`src/rtl/pd_buffer_stage_pkg.sv`:
```
// Shared types and constants for the pre-decode buffer stage.
// XLEN fixes the width of PC, link and BTB target fields in both the
// IF->PD parcel and the PD->ID queue entry.
package pd_buffer_stage_pkg;

  localparam int XLEN                    = 32;
  localparam int PD_BUFFER_DEPTH_DEFAULT = 4;

  // Canonical NOP: addi x0, x0, 0
  localparam logic [31:0] NOP = 32'h0000_0013;

  // Parcel handed over by IF: raw candidates plus the one-hot selection
  typedef struct packed {
    logic            sel_nop;
    logic            sel_spanning;
    logic            sel_compressed;
    logic [15:0]     compressed_instr;
    logic [31:0]     spanning_instr;
    logic [31:0]     effective_instr;
    logic [XLEN-1:0] pc;
    logic [XLEN-1:0] link_address;
    logic            btb_hit;
    logic            btb_predicted_taken;
    logic [XLEN-1:0] btb_predicted_target;
  } from_if_to_pd_t;

  // Pre-decoded entry; also the element type of the elastic queue
  typedef struct packed {
    logic [31:0]     instruction;
    logic [4:0]      source_reg_1_early;
    logic [4:0]      source_reg_2_early;
    logic [XLEN-1:0] pc;
    logic [XLEN-1:0] link_address;
    logic            btb_hit;
    logic            btb_predicted_taken;
    logic [XLEN-1:0] btb_predicted_target;
    logic            illegal_instr;
  } from_pd_to_id_t;

  // Occupancy classes derived from the entry count
  typedef enum logic [1:0] {
    OCC_EMPTY   = 2'd0,
    OCC_PARTIAL = 2'd1,
    OCC_FULL    = 2'd2
  } occupancy_t;

  // What ID sees whenever the queue is empty
  function automatic from_pd_to_id_t idle_entry();
    from_pd_to_id_t e;
    e             = '0;
    e.instruction = NOP;
    return e;
  endfunction

endpackage

```
`src/rtl/pd_buffer_stage_if.sv`:
```
// Handshake bundle between IF, the pre-decode buffer and ID.
// slave  : the buffer stage itself.
// master : the surrounding pipeline (IF producer + ID consumer).
interface pd_buffer_stage_if;
  import pd_buffer_stage_pkg::*;

  logic           i_valid;
  logic           o_ready;
  from_if_to_pd_t i_from_if_to_pd;
  logic           o_valid;
  logic           i_ready;
  from_pd_to_id_t o_from_pd_to_id;

  modport slave (
    input  i_valid, i_from_if_to_pd, i_ready,
    output o_ready, o_valid, o_from_pd_to_id
  );

  modport master (
    output i_valid, i_from_if_to_pd, i_ready,
    input  o_ready, o_valid, o_from_pd_to_id
  );

endinterface

```
`src/rtl/pd_buffer_stage_rvc_decompressor.sv`:
```
// RV32C -> RV32I expander. Integer forms only: the compressed
// floating-point loads/stores and RV64/128-only encodings are reported
// as illegal, and an illegal parcel always expands to NOP.
module rvc_decompressor
  import pd_buffer_stage_pkg::*;
(
  input  logic [15:0] i_instr,
  output logic [31:0] o_instr,
  output logic        o_illegal
);

  logic [15:0] c;
  assign c = i_instr;

  // Decode by quadrant and funct3, then rebuild the 32-bit encoding
  always_comb begin
    o_instr   = NOP;
    o_illegal = 1'b0;
    case ({c[1:0], c[15:13]})
      5'b00_000: begin  // c.addi4spn
        o_instr   = {2'b00, c[10:7], c[12:11], c[5], c[6], 2'b00, 5'd2, 3'b000, 2'b01, c[4:2], 7'b0010011};
        o_illegal = (c[12:5] == 8'd0);
      end
      5'b00_010:        // c.lw
        o_instr = {5'b0, c[5], c[12:10], c[6], 2'b00, 2'b01, c[9:7], 3'b010, 2'b01, c[4:2], 7'b0000011};
      5'b00_110:        // c.sw
        o_instr = {5'b0, c[5], c[12], 2'b01, c[4:2], 2'b01, c[9:7], 3'b010, c[11:10], c[6], 2'b00, 7'b0100011};
      5'b01_000:        // c.addi / c.nop
        o_instr = {{7{c[12]}}, c[6:2], c[11:7], 3'b000, c[11:7], 7'b0010011};
      5'b01_001:        // c.jal
        o_instr = {c[12], c[8], c[10:9], c[6], c[7], c[2], c[11], c[5:3], c[12], {8{c[12]}}, 5'd1, 7'b1101111};
      5'b01_010:        // c.li
        o_instr = {{7{c[12]}}, c[6:2], 5'd0, 3'b000, c[11:7], 7'b0010011};
      5'b01_011: begin
        if (c[11:7] == 5'd2) begin  // c.addi16sp
          o_instr = {{3{c[12]}}, c[4:3], c[5], c[2], c[6], 4'b0000, 5'd2, 3'b000, 5'd2, 7'b0010011};
        end else begin              // c.lui
          o_instr = {{15{c[12]}}, c[6:2], c[11:7], 7'b0110111};
        end
        o_illegal = ({c[12], c[6:2]} == 6'd0);
      end
      5'b01_100: begin
        case (c[11:10])
          2'b00: begin  // c.srli
            o_instr   = {7'b0000000, c[6:2], 2'b01, c[9:7], 3'b101, 2'b01, c[9:7], 7'b0010011};
            o_illegal = c[12];
          end
          2'b01: begin  // c.srai
            o_instr   = {7'b0100000, c[6:2], 2'b01, c[9:7], 3'b101, 2'b01, c[9:7], 7'b0010011};
            o_illegal = c[12];
          end
          2'b10:        // c.andi
            o_instr = {{7{c[12]}}, c[6:2], 2'b01, c[9:7], 3'b111, 2'b01, c[9:7], 7'b0010011};
          default: begin  // c.sub / c.xor / c.or / c.and
            case (c[6:5])
              2'b00:   o_instr = {7'b0100000, 2'b01, c[4:2], 2'b01, c[9:7], 3'b000, 2'b01, c[9:7], 7'b0110011};
              2'b01:   o_instr = {7'b0000000, 2'b01, c[4:2], 2'b01, c[9:7], 3'b100, 2'b01, c[9:7], 7'b0110011};
              2'b10:   o_instr = {7'b0000000, 2'b01, c[4:2], 2'b01, c[9:7], 3'b110, 2'b01, c[9:7], 7'b0110011};
              default: o_instr = {7'b0000000, 2'b01, c[4:2], 2'b01, c[9:7], 3'b111, 2'b01, c[9:7], 7'b0110011};
            endcase
            o_illegal = c[12];
          end
        endcase
      end
      5'b01_101:        // c.j
        o_instr = {c[12], c[8], c[10:9], c[6], c[7], c[2], c[11], c[5:3], c[12], {8{c[12]}}, 5'd0, 7'b1101111};
      5'b01_110:        // c.beqz
        o_instr = {c[12], {3{c[12]}}, c[6:5], c[2], 5'd0, 2'b01, c[9:7], 3'b000, c[11:10], c[4:3], c[12], 7'b1100011};
      5'b01_111:        // c.bnez
        o_instr = {c[12], {3{c[12]}}, c[6:5], c[2], 5'd0, 2'b01, c[9:7], 3'b001, c[11:10], c[4:3], c[12], 7'b1100011};
      5'b10_000: begin  // c.slli
        o_instr   = {7'b0000000, c[6:2], c[11:7], 3'b001, c[11:7], 7'b0010011};
        o_illegal = c[12];
      end
      5'b10_010: begin  // c.lwsp
        o_instr   = {4'b0000, c[3:2], c[12], c[6:4], 2'b00, 5'd2, 3'b010, c[11:7], 7'b0000011};
        o_illegal = (c[11:7] == 5'd0);
      end
      5'b10_100: begin
        if (!c[12]) begin
          if (c[6:2] == 5'd0) begin  // c.jr
            o_instr   = {12'd0, c[11:7], 3'b000, 5'd0, 7'b1100111};
            o_illegal = (c[11:7] == 5'd0);
          end else begin             // c.mv
            o_instr = {7'b0000000, c[6:2], 5'd0, 3'b000, c[11:7], 7'b0110011};
          end
        end else begin
          if (c[6:2] == 5'd0) begin
            if (c[11:7] == 5'd0) o_instr = 32'h0010_0073;                              // c.ebreak
            else                 o_instr = {12'd0, c[11:7], 3'b000, 5'd1, 7'b1100111}; // c.jalr
          end else begin             // c.add
            o_instr = {7'b0000000, c[6:2], c[11:7], 3'b000, c[11:7], 7'b0110011};
          end
        end
      end
      5'b10_110:        // c.swsp
        o_instr = {4'b0000, c[8:7], c[12], c[6:2], 5'd2, 3'b010, c[11:9], 2'b00, 7'b0100011};
      default: o_illegal = 1'b1;
    endcase
    if (o_illegal) o_instr = NOP;
  end

endmodule

```
`src/rtl/pd_buffer_stage.sv`:
```
// Pre-decode stage with a DEPTH-entry elastic queue between IF and ID.
// Each accepted parcel is resolved to its final 32-bit instruction,
// early rs1/rs2 are extracted, and the result is queued for ID.
// Optional feature macro: FROST_PD_RVC_EN builds the RVC decompressor;
// without it a compressed parcel is queued as NOP flagged illegal.
module pd_buffer_stage
  import pd_buffer_stage_pkg::*;
#(
  parameter int DEPTH = PD_BUFFER_DEPTH_DEFAULT
) (
  input  logic              i_clk,
  input  logic              i_rst_n,
  input  logic              i_flush,
  pd_buffer_stage_if.slave  bus
);

  localparam int PTR_W = $clog2(DEPTH);
  localparam int CNT_W = $clog2(DEPTH + 1);
  localparam logic [PTR_W-1:0] LAST_PTR   = PTR_W'(DEPTH - 1);
  localparam logic [CNT_W-1:0] FULL_COUNT = CNT_W'(DEPTH);

  from_if_to_pd_t   parcel;
  logic [31:0]      decomp_instr;
  logic             decomp_illegal;
  logic [31:0]      final_instr;
  from_pd_to_id_t   entry_in;

  logic [PTR_W-1:0] wr_ptr_reg, wr_ptr_next;
  logic [PTR_W-1:0] rd_ptr_reg, rd_ptr_next;
  logic [CNT_W-1:0] count_reg,  count_next;
  occupancy_t       occupancy;
  logic             valid_int;
  logic             ready_int;
  logic             push;
  logic             pop;
  logic [DEPTH-1:0] slot_we;
  from_pd_to_id_t   slot_q [DEPTH];

  assign parcel = bus.i_from_if_to_pd;

`ifdef FROST_PD_RVC_EN
  rvc_decompressor u_rvc_decompressor (
    .i_instr   (parcel.compressed_instr),
    .o_instr   (decomp_instr),
    .o_illegal (decomp_illegal)
  );
`else
  // No expander: compressed parcels become an illegal-instruction trap in ID
  logic [15:0] unused_compressed_instr;
  assign unused_compressed_instr = parcel.compressed_instr;
  assign decomp_instr   = NOP;
  assign decomp_illegal = 1'b1;
`endif

  // Resolve the one-hot selection; plain 32-bit is the fallthrough case
  always_comb begin
    final_instr = parcel.effective_instr;
    if (parcel.sel_nop)             final_instr = NOP;
    else if (parcel.sel_spanning)   final_instr = parcel.spanning_instr;
    else if (parcel.sel_compressed) final_instr = decomp_instr;
  end

  // Assemble the queue entry from the resolved instruction and IF metadata
  always_comb begin
    entry_in                      = '0;
    entry_in.instruction          = final_instr;
    entry_in.source_reg_1_early   = final_instr[19:15];
    entry_in.source_reg_2_early   = final_instr[24:20];
    entry_in.pc                   = parcel.pc;
    entry_in.link_address         = parcel.link_address;
    entry_in.btb_hit              = parcel.btb_hit;
    entry_in.btb_predicted_taken  = parcel.btb_predicted_taken;
    entry_in.btb_predicted_target = parcel.btb_predicted_target;
    entry_in.illegal_instr        = parcel.sel_compressed && decomp_illegal;
  end

  // Classify occupancy; ready/valid depend only on registered count
  always_comb begin
    occupancy = OCC_PARTIAL;
    if (count_reg == '0)             occupancy = OCC_EMPTY;
    else if (count_reg == FULL_COUNT) occupancy = OCC_FULL;
  end

  assign ready_int   = (occupancy != OCC_FULL);
  assign valid_int   = (occupancy != OCC_EMPTY);
  assign bus.o_ready = ready_int;
  assign bus.o_valid = valid_int;

  assign push = bus.i_valid && ready_int && !i_flush;
  assign pop  = valid_int && bus.i_ready && !i_flush;

  // Next pointers and count; a flush empties the queue and suppresses push/pop
  always_comb begin
    wr_ptr_next = wr_ptr_reg;
    rd_ptr_next = rd_ptr_reg;
    count_next  = count_reg;
    if (i_flush) begin
      wr_ptr_next = '0;
      rd_ptr_next = '0;
      count_next  = '0;
    end else begin
      if (push) wr_ptr_next = (wr_ptr_reg == LAST_PTR) ? '0 : wr_ptr_reg + 1'b1;
      if (pop)  rd_ptr_next = (rd_ptr_reg == LAST_PTR) ? '0 : rd_ptr_reg + 1'b1;
      case ({push, pop})
        2'b10:   count_next = count_reg + 1'b1;
        2'b01:   count_next = count_reg - 1'b1;
        default: count_next = count_reg;
      endcase
    end
  end

  // Pointer and count registers; reset drops every entry at once
  always_ff @(posedge i_clk or negedge i_rst_n) begin
    if (!i_rst_n) begin
      wr_ptr_reg <= '0;
      rd_ptr_reg <= '0;
      count_reg  <= '0;
    end else begin
      wr_ptr_reg <= wr_ptr_next;
      rd_ptr_reg <= rd_ptr_next;
      count_reg  <= count_next;
    end
  end

  // Entry slots: payload only, never reset since count gates visibility
  genvar gi;
  generate
    for (gi = 0; gi < DEPTH; gi++) begin : g_slot
      from_pd_to_id_t slot_reg;

      assign slot_we[gi] = push && (wr_ptr_reg == PTR_W'(gi));

      // Capture the pre-decoded parcel when this slot is the write target
      always_ff @(posedge i_clk) begin
        if (slot_we[gi]) slot_reg <= entry_in;
      end

      assign slot_q[gi] = slot_reg;
    end
  endgenerate

  assign bus.o_from_pd_to_id = valid_int ? slot_q[rd_ptr_reg] : idle_entry();

endmodule

```
`src/flat_wrapper.sv`:
```
// flat-port wrapper written by rule: the top's interface ports become plain ports
module pd_buffer_stage_flat import pd_buffer_stage_pkg::*;
#(
  parameter int DEPTH = PD_BUFFER_DEPTH_DEFAULT
)
  (i_clk, i_rst_n, i_flush, bus_i_valid, bus_i_from_if_to_pd, bus_i_ready, bus_o_ready, bus_o_valid, bus_o_from_pd_to_id);
  pd_buffer_stage_if bus_i ();
  input  logic i_clk;
  input  logic i_rst_n;
  input  logic i_flush;
  input wire logic [$bits(bus_i.i_valid)-1:0] bus_i_valid;
  input wire logic [$bits(bus_i.i_from_if_to_pd)-1:0] bus_i_from_if_to_pd;
  input wire logic [$bits(bus_i.i_ready)-1:0] bus_i_ready;
  output wire logic [$bits(bus_i.o_ready)-1:0] bus_o_ready;
  output wire logic [$bits(bus_i.o_valid)-1:0] bus_o_valid;
  output wire logic [$bits(bus_i.o_from_pd_to_id)-1:0] bus_o_from_pd_to_id;
  assign bus_i.i_valid = bus_i_valid;
  assign bus_i.i_from_if_to_pd = bus_i_from_if_to_pd;
  assign bus_i.i_ready = bus_i_ready;
  assign bus_o_ready = bus_i.o_ready;
  assign bus_o_valid = bus_i.o_valid;
  assign bus_o_from_pd_to_id = bus_i.o_from_pd_to_id;
  pd_buffer_stage #(.DEPTH(DEPTH)) u_core (.i_clk(i_clk), .i_rst_n(i_rst_n), .i_flush(i_flush), .bus(bus_i));
endmodule
```
`config.mk`:
```
export PLATFORM = sky130hd
export DESIGN_NAME = pd_buffer_stage_flat
export DESIGN_NICKNAME = d
export VERILOG_FILES = /design/src/rtl/pd_buffer_stage_pkg.sv /design/src/rtl/pd_buffer_stage_if.sv /design/src/rtl/pd_buffer_stage_rvc_decompressor.sv /design/src/rtl/pd_buffer_stage.sv /design/src/flat_wrapper.sv
export SDC_FILE = /design/constraint.sdc
export NUM_CORES = 1
export LEC_CHECK = 0
export CAP_MARGIN = 20
export CORE_UTILIZATION = 40
export DETAILED_ROUTE_END_ITERATION = 12
export MAX_ROUTING_LAYER = met4
export PLACE_DENSITY = 0.65
export REMOVE_ABC_BUFFERS = 1
export SKIP_CTS_REPAIR_TIMING = 1
export SLEW_MARGIN = 0
export SYNTH_ARGS = -nofsm -noshare
export SYNTH_HDL_FRONTEND = slang
export SYNTH_HIERARCHICAL = 1
export SYNTH_SLANG_ARGS = --single-unit
```
`constraint.sdc`:
```
create_clock -name i_clk -period 12.5 [get_ports i_clk]
set_clock_uncertainty 0.15 [all_clocks]
set_input_delay 1.25 -clock i_clk [delete_from_list [all_inputs] [get_ports i_clk]]
set_output_delay 1.25 -clock i_clk [all_outputs]
set_load 0.02 [all_outputs]
```
==> summary.md <==
| Metric | Value |
|---|---|
| Status | completed |
| Total of warnings raised by yosys | 6 |
| Worst ir drop on vdd | ~0.11 mV |
| Number of buffers inserted during clock tree synthesis | 54 |
| Maximum number of pins on one net before global-route repair | between 80 and 90 |
| Switch share | 22.2% |
| Max FFs per register | around 520 |
| Actual transition at the worst max-transition pin | 999 ps |
| Via count | around 10000 |
| Number of storage elements in the synthesis netlist | between 500 and 600 |
| Number of nets at the end of the flow | roughly 1500 |
| Worst hold path type | reg2reg |
| Clock tree from TritonCTS | built |
| Time the final worst path needs with I/O delays and setup | about 5500 ps |
| Slew Limit Headroom | 33.4% |
| Pre-CTS setup slack | roughly 7400 ps |
| Antenna violation net count after detailed routing | 0 |
| Maximum clock path buffer count | 3 |
| Max frequency | between 0.15 and 0.2 GHz |
| Clock latency of the later-clocked register in the worst-skew pair | a little under 600 ps |
| Share of flip-flops with an asynchronous set or reset after synthesis | under 10% |
| Power density of the placed cells | about 160 nW/um^2 |
| Non-filler cells, final | between 2000 and 2500 |
| Initial standard-cell utilization of the core | between 40 and 50% |
| Kind of cell with the highest combined delay on the critical path | buffers and inverters |
| Number of max-slew violations in the final report | 0 |
| Commonest non-fill, non-tap cell in the layout | sky130_fd_sc_hd__edfxtp_1 |
| Commonest non-fill, non-tap cells in the layout | sky130_fd_sc_hd__edfxtp_1, sky130_fd_sc_hd__clkdlybuf4s50_1, sky130_fd_sc_hd__mux4_2, sky130_fd_sc_hd__and2_1, sky130_fd_sc_hd__clkbuf_16 |
| Fraction of final layout cells sized beyond drive strength 1 | between 10% and 20% |
| Initial antenna violation count | 1 |
| Placed cell count | 1927 |
| Overflow left after global routing | 0 |
| Power share of the clock group | between 30 and 40% |
| Final Core Density | approximately half |
| Number of enable flip-flop cells after synthesis | around 520 |
| Worst setup startpoint | u_core/rd_ptr_reg[0] |
| Number of cells produced by synthesis | 986 |
| Pleak | between 8 and 9 nW |
| Die Area | ~53000 sq um |
| Required @ worst endpoint | about 11000 ps |
| Routed wire per std cell | approximately 21 microns |
| Share of the clock period used by the worst path after layout | a little over two fifths |
| Width of the die | ~230 microns |
| Master cell of the clock root buffer | sky130_fd_sc_hd__clkbuf_16 |
| Cell depth of the worst hold path | 2 |
| Number of global-route vias before repair | approximately 11000 |
| Depth of the CTS H-tree | 2 |
| Placeable core area | 51400 sq um |
| Endpoints failing hold | 0 |
| Path length in cells of the critical path | 5 |
| Unrepaired setup endpoints after global routing | false |
| Cell area after placement | 24500 sq um |
| Dominant cell type by count on the critical path | sky130_fd_sc_hd__buf_4 |
| Kind of launch point of the worst setup path | flop |
| Cell depth of the worst flop-to-flop path | 9 |
| First DRT Iteration DRCs | approximately 520 |
| Switching component of the power | roughly 920 uW |
| Startpoint of the worst-slack reg-to-reg timing path | u_core/count_reg[0] |
| Number of buffers and inverters on the critical path | 3 |
| Clk slew on worst S/H paths | ~60 ps |
| Maximum fanout count along the critical path | 40 |
| Post-synthesis instance area | 20800 sq um |
| Hold slack | about 430 ps |
| Kind of critical path | reg2out |
| Number of remaining DRC errors | 0 |
| First drt pass iteration count | 4 |
| Via-to-Cell Ratio | ~5.1 |
| Boundary Pins | between 300 and 400 |
| Die boundary height | 230 microns |
| Maxcap violations | 0 |
| All-layer global routing usage | around 17% |
| Number of I/O port buffers | ~310 |
| Setup Viol. Count Final | 0 |
| Setup crit end kind | output port |
| Global-route wire length before repair | 65500 microns |
| Main flop type after synthesis | sky130_fd_sc_hd__edfxtp_1 |
| CP Cell Sequence | buf_4 > buf_4 > mux4_2 > and2_1 > clkdlybuf4s50_1 |
| Post-route cell area | between 20000 and 30000 sq um |
| Avg Cell Area, Syn | 21.1 sq um |
| Post-route setup TNS | 0 ps |
| Data arrival, critical path | approximately 4000 ps |
| DRT Wirelength | 43000 microns |
| Cell-internal power | 3.22 mW |
| Combinational power share | between 10% and 20% |
| Core Rows | 83 |
| Design Power | 4.14 mW |
| Largest incremental delay on the critical path | approximately 720 ps |
| Hold path startpoint | u_core/wr_ptr_reg[1] |
| Detailed Place HPWL | roughly 25000 microns |
| Number of sinks driven by the clock tree | around 530 |
| Area delta synth->final | 26.5% |
| Crit-path slowest cell | sky130_fd_sc_hd__buf_4 |
| Crit path setup slack, layout | around 7000 ps |
| Final estimated routing congestion in global placement | approximately 0.70 |
| Post-synth cell types | 35 |
| Sequential-to-total area share from yosys stat | between 70% and 80% |
| Power share of the sequential group | between 40% and 50% |
-- logic make-up after synthesis --
group,after synthesis,synth area share (%)
compound gates,46,1.54
xor+xnor,1,0.0421
fa+ha+maj,6,0.397
buf+inv,72,1.92
flops,531,76.5
mux,131,14.2
simple gates,199,5.47
-- worst reg2reg max path: stages (launching register included) --
cell                      delay [ps]
sky130_fd_sc_hd__dfrtp_1         540
sky130_fd_sc_hd__nor3_2          140
sky130_fd_sc_hd__inv_4           390
sky130_fd_sc_hd__buf_4           810
sky130_fd_sc_hd__nand2_1         240
sky130_fd_sc_hd__nor3b_1         300
sky130_fd_sc_hd__fa_1            480
sky130_fd_sc_hd__o311a_1         120
sky130_fd_sc_hd__a21oi_1         130
sky130_fd_sc_hd__nor3_1           70
-- metal layers --
metal / global-route usage, % / vias to the layer above / part of all wire [%] / wire length, microns
met5: - / - / 0 / 0
met4: 5.15 / 0 / 2.2 / 964
met3: 3.83 / 68 / 6.1 / 2610
met2: 27.9 / 281 / 50 / 21700
met1: 21.1 / 5326 / 41 / 17800
li1: - / 4610 / - / -
-- final timing paths --
kind                                           endpoint  slack, ps
min in group asynchronous           u_core/count_reg[0]        780
max in group asynchronous          u_core/rd_ptr_reg[1]      11130
worst min register to register     u_core/wr_ptr_reg[1]        430
worst min-delay path               u_core/wr_ptr_reg[1]        430
worst max register to register      u_core/count_reg[1]       8990
worst max-delay path            bus_o_from_pd_to_id[19]       7010
-- cells in the mapped netlist, types with 4 or more instances --
master,n,area share (%)
sky130_fd_sc_hd__buf_2,19,0.46
sky130_fd_sc_hd__buf_4,10,0.36
sky130_fd_sc_hd__ha_1,5,0.30
sky130_fd_sc_hd__nor2_1,36,0.65
sky130_fd_sc_hd__buf_6,9,0.49
sky130_fd_sc_hd__a21oi_1,7,0.17
sky130_fd_sc_hd__edfxtp_1,524,76
sky130_fd_sc_hd__nand2_1,8,0.14
sky130_fd_sc_hd__nand3_1,5,0.12
sky130_fd_sc_hd__clkbuf_1,30,0.54
sky130_fd_sc_hd__nand2b_1,4,0.12
sky130_fd_sc_hd__a22oi_1,28,1.0
sky130_fd_sc_hd__and2_1,132,4.0
sky130_fd_sc_hd__inv_1,4,0.072
sky130_fd_sc_hd__mux4_2,131,14
sky130_fd_sc_hd__dfrtp_1,7,0.84
-- layout make-up --
cell class	count	area [sq um]
repair buffers	329	3250
inverters	4	17.5
clock inverters	33	379
flip-flops and latches	531	15900
diodes	1	2.50
multi-input cells	383	4510
fillers	4166	25100
clock buffers	65	1390
well taps	680	851
-- power groups by stage --
stage / sequential (mW) / clock [mW] / combinational, mW
6_report: 2.02 / 1.60 / 0.511
5_1_grt: 2.03 / 1.72 / 0.550
4_1_cts: 2.02 / 1.65 / 0.525
3_5_place_dp: 2.06 / 0 / 0.523
3_3_place_gp: 2.06 / 0 / 0.519
2_1_floorplan: 2.08 / 0 / 0.263
(Power assumes the default switching activity.)
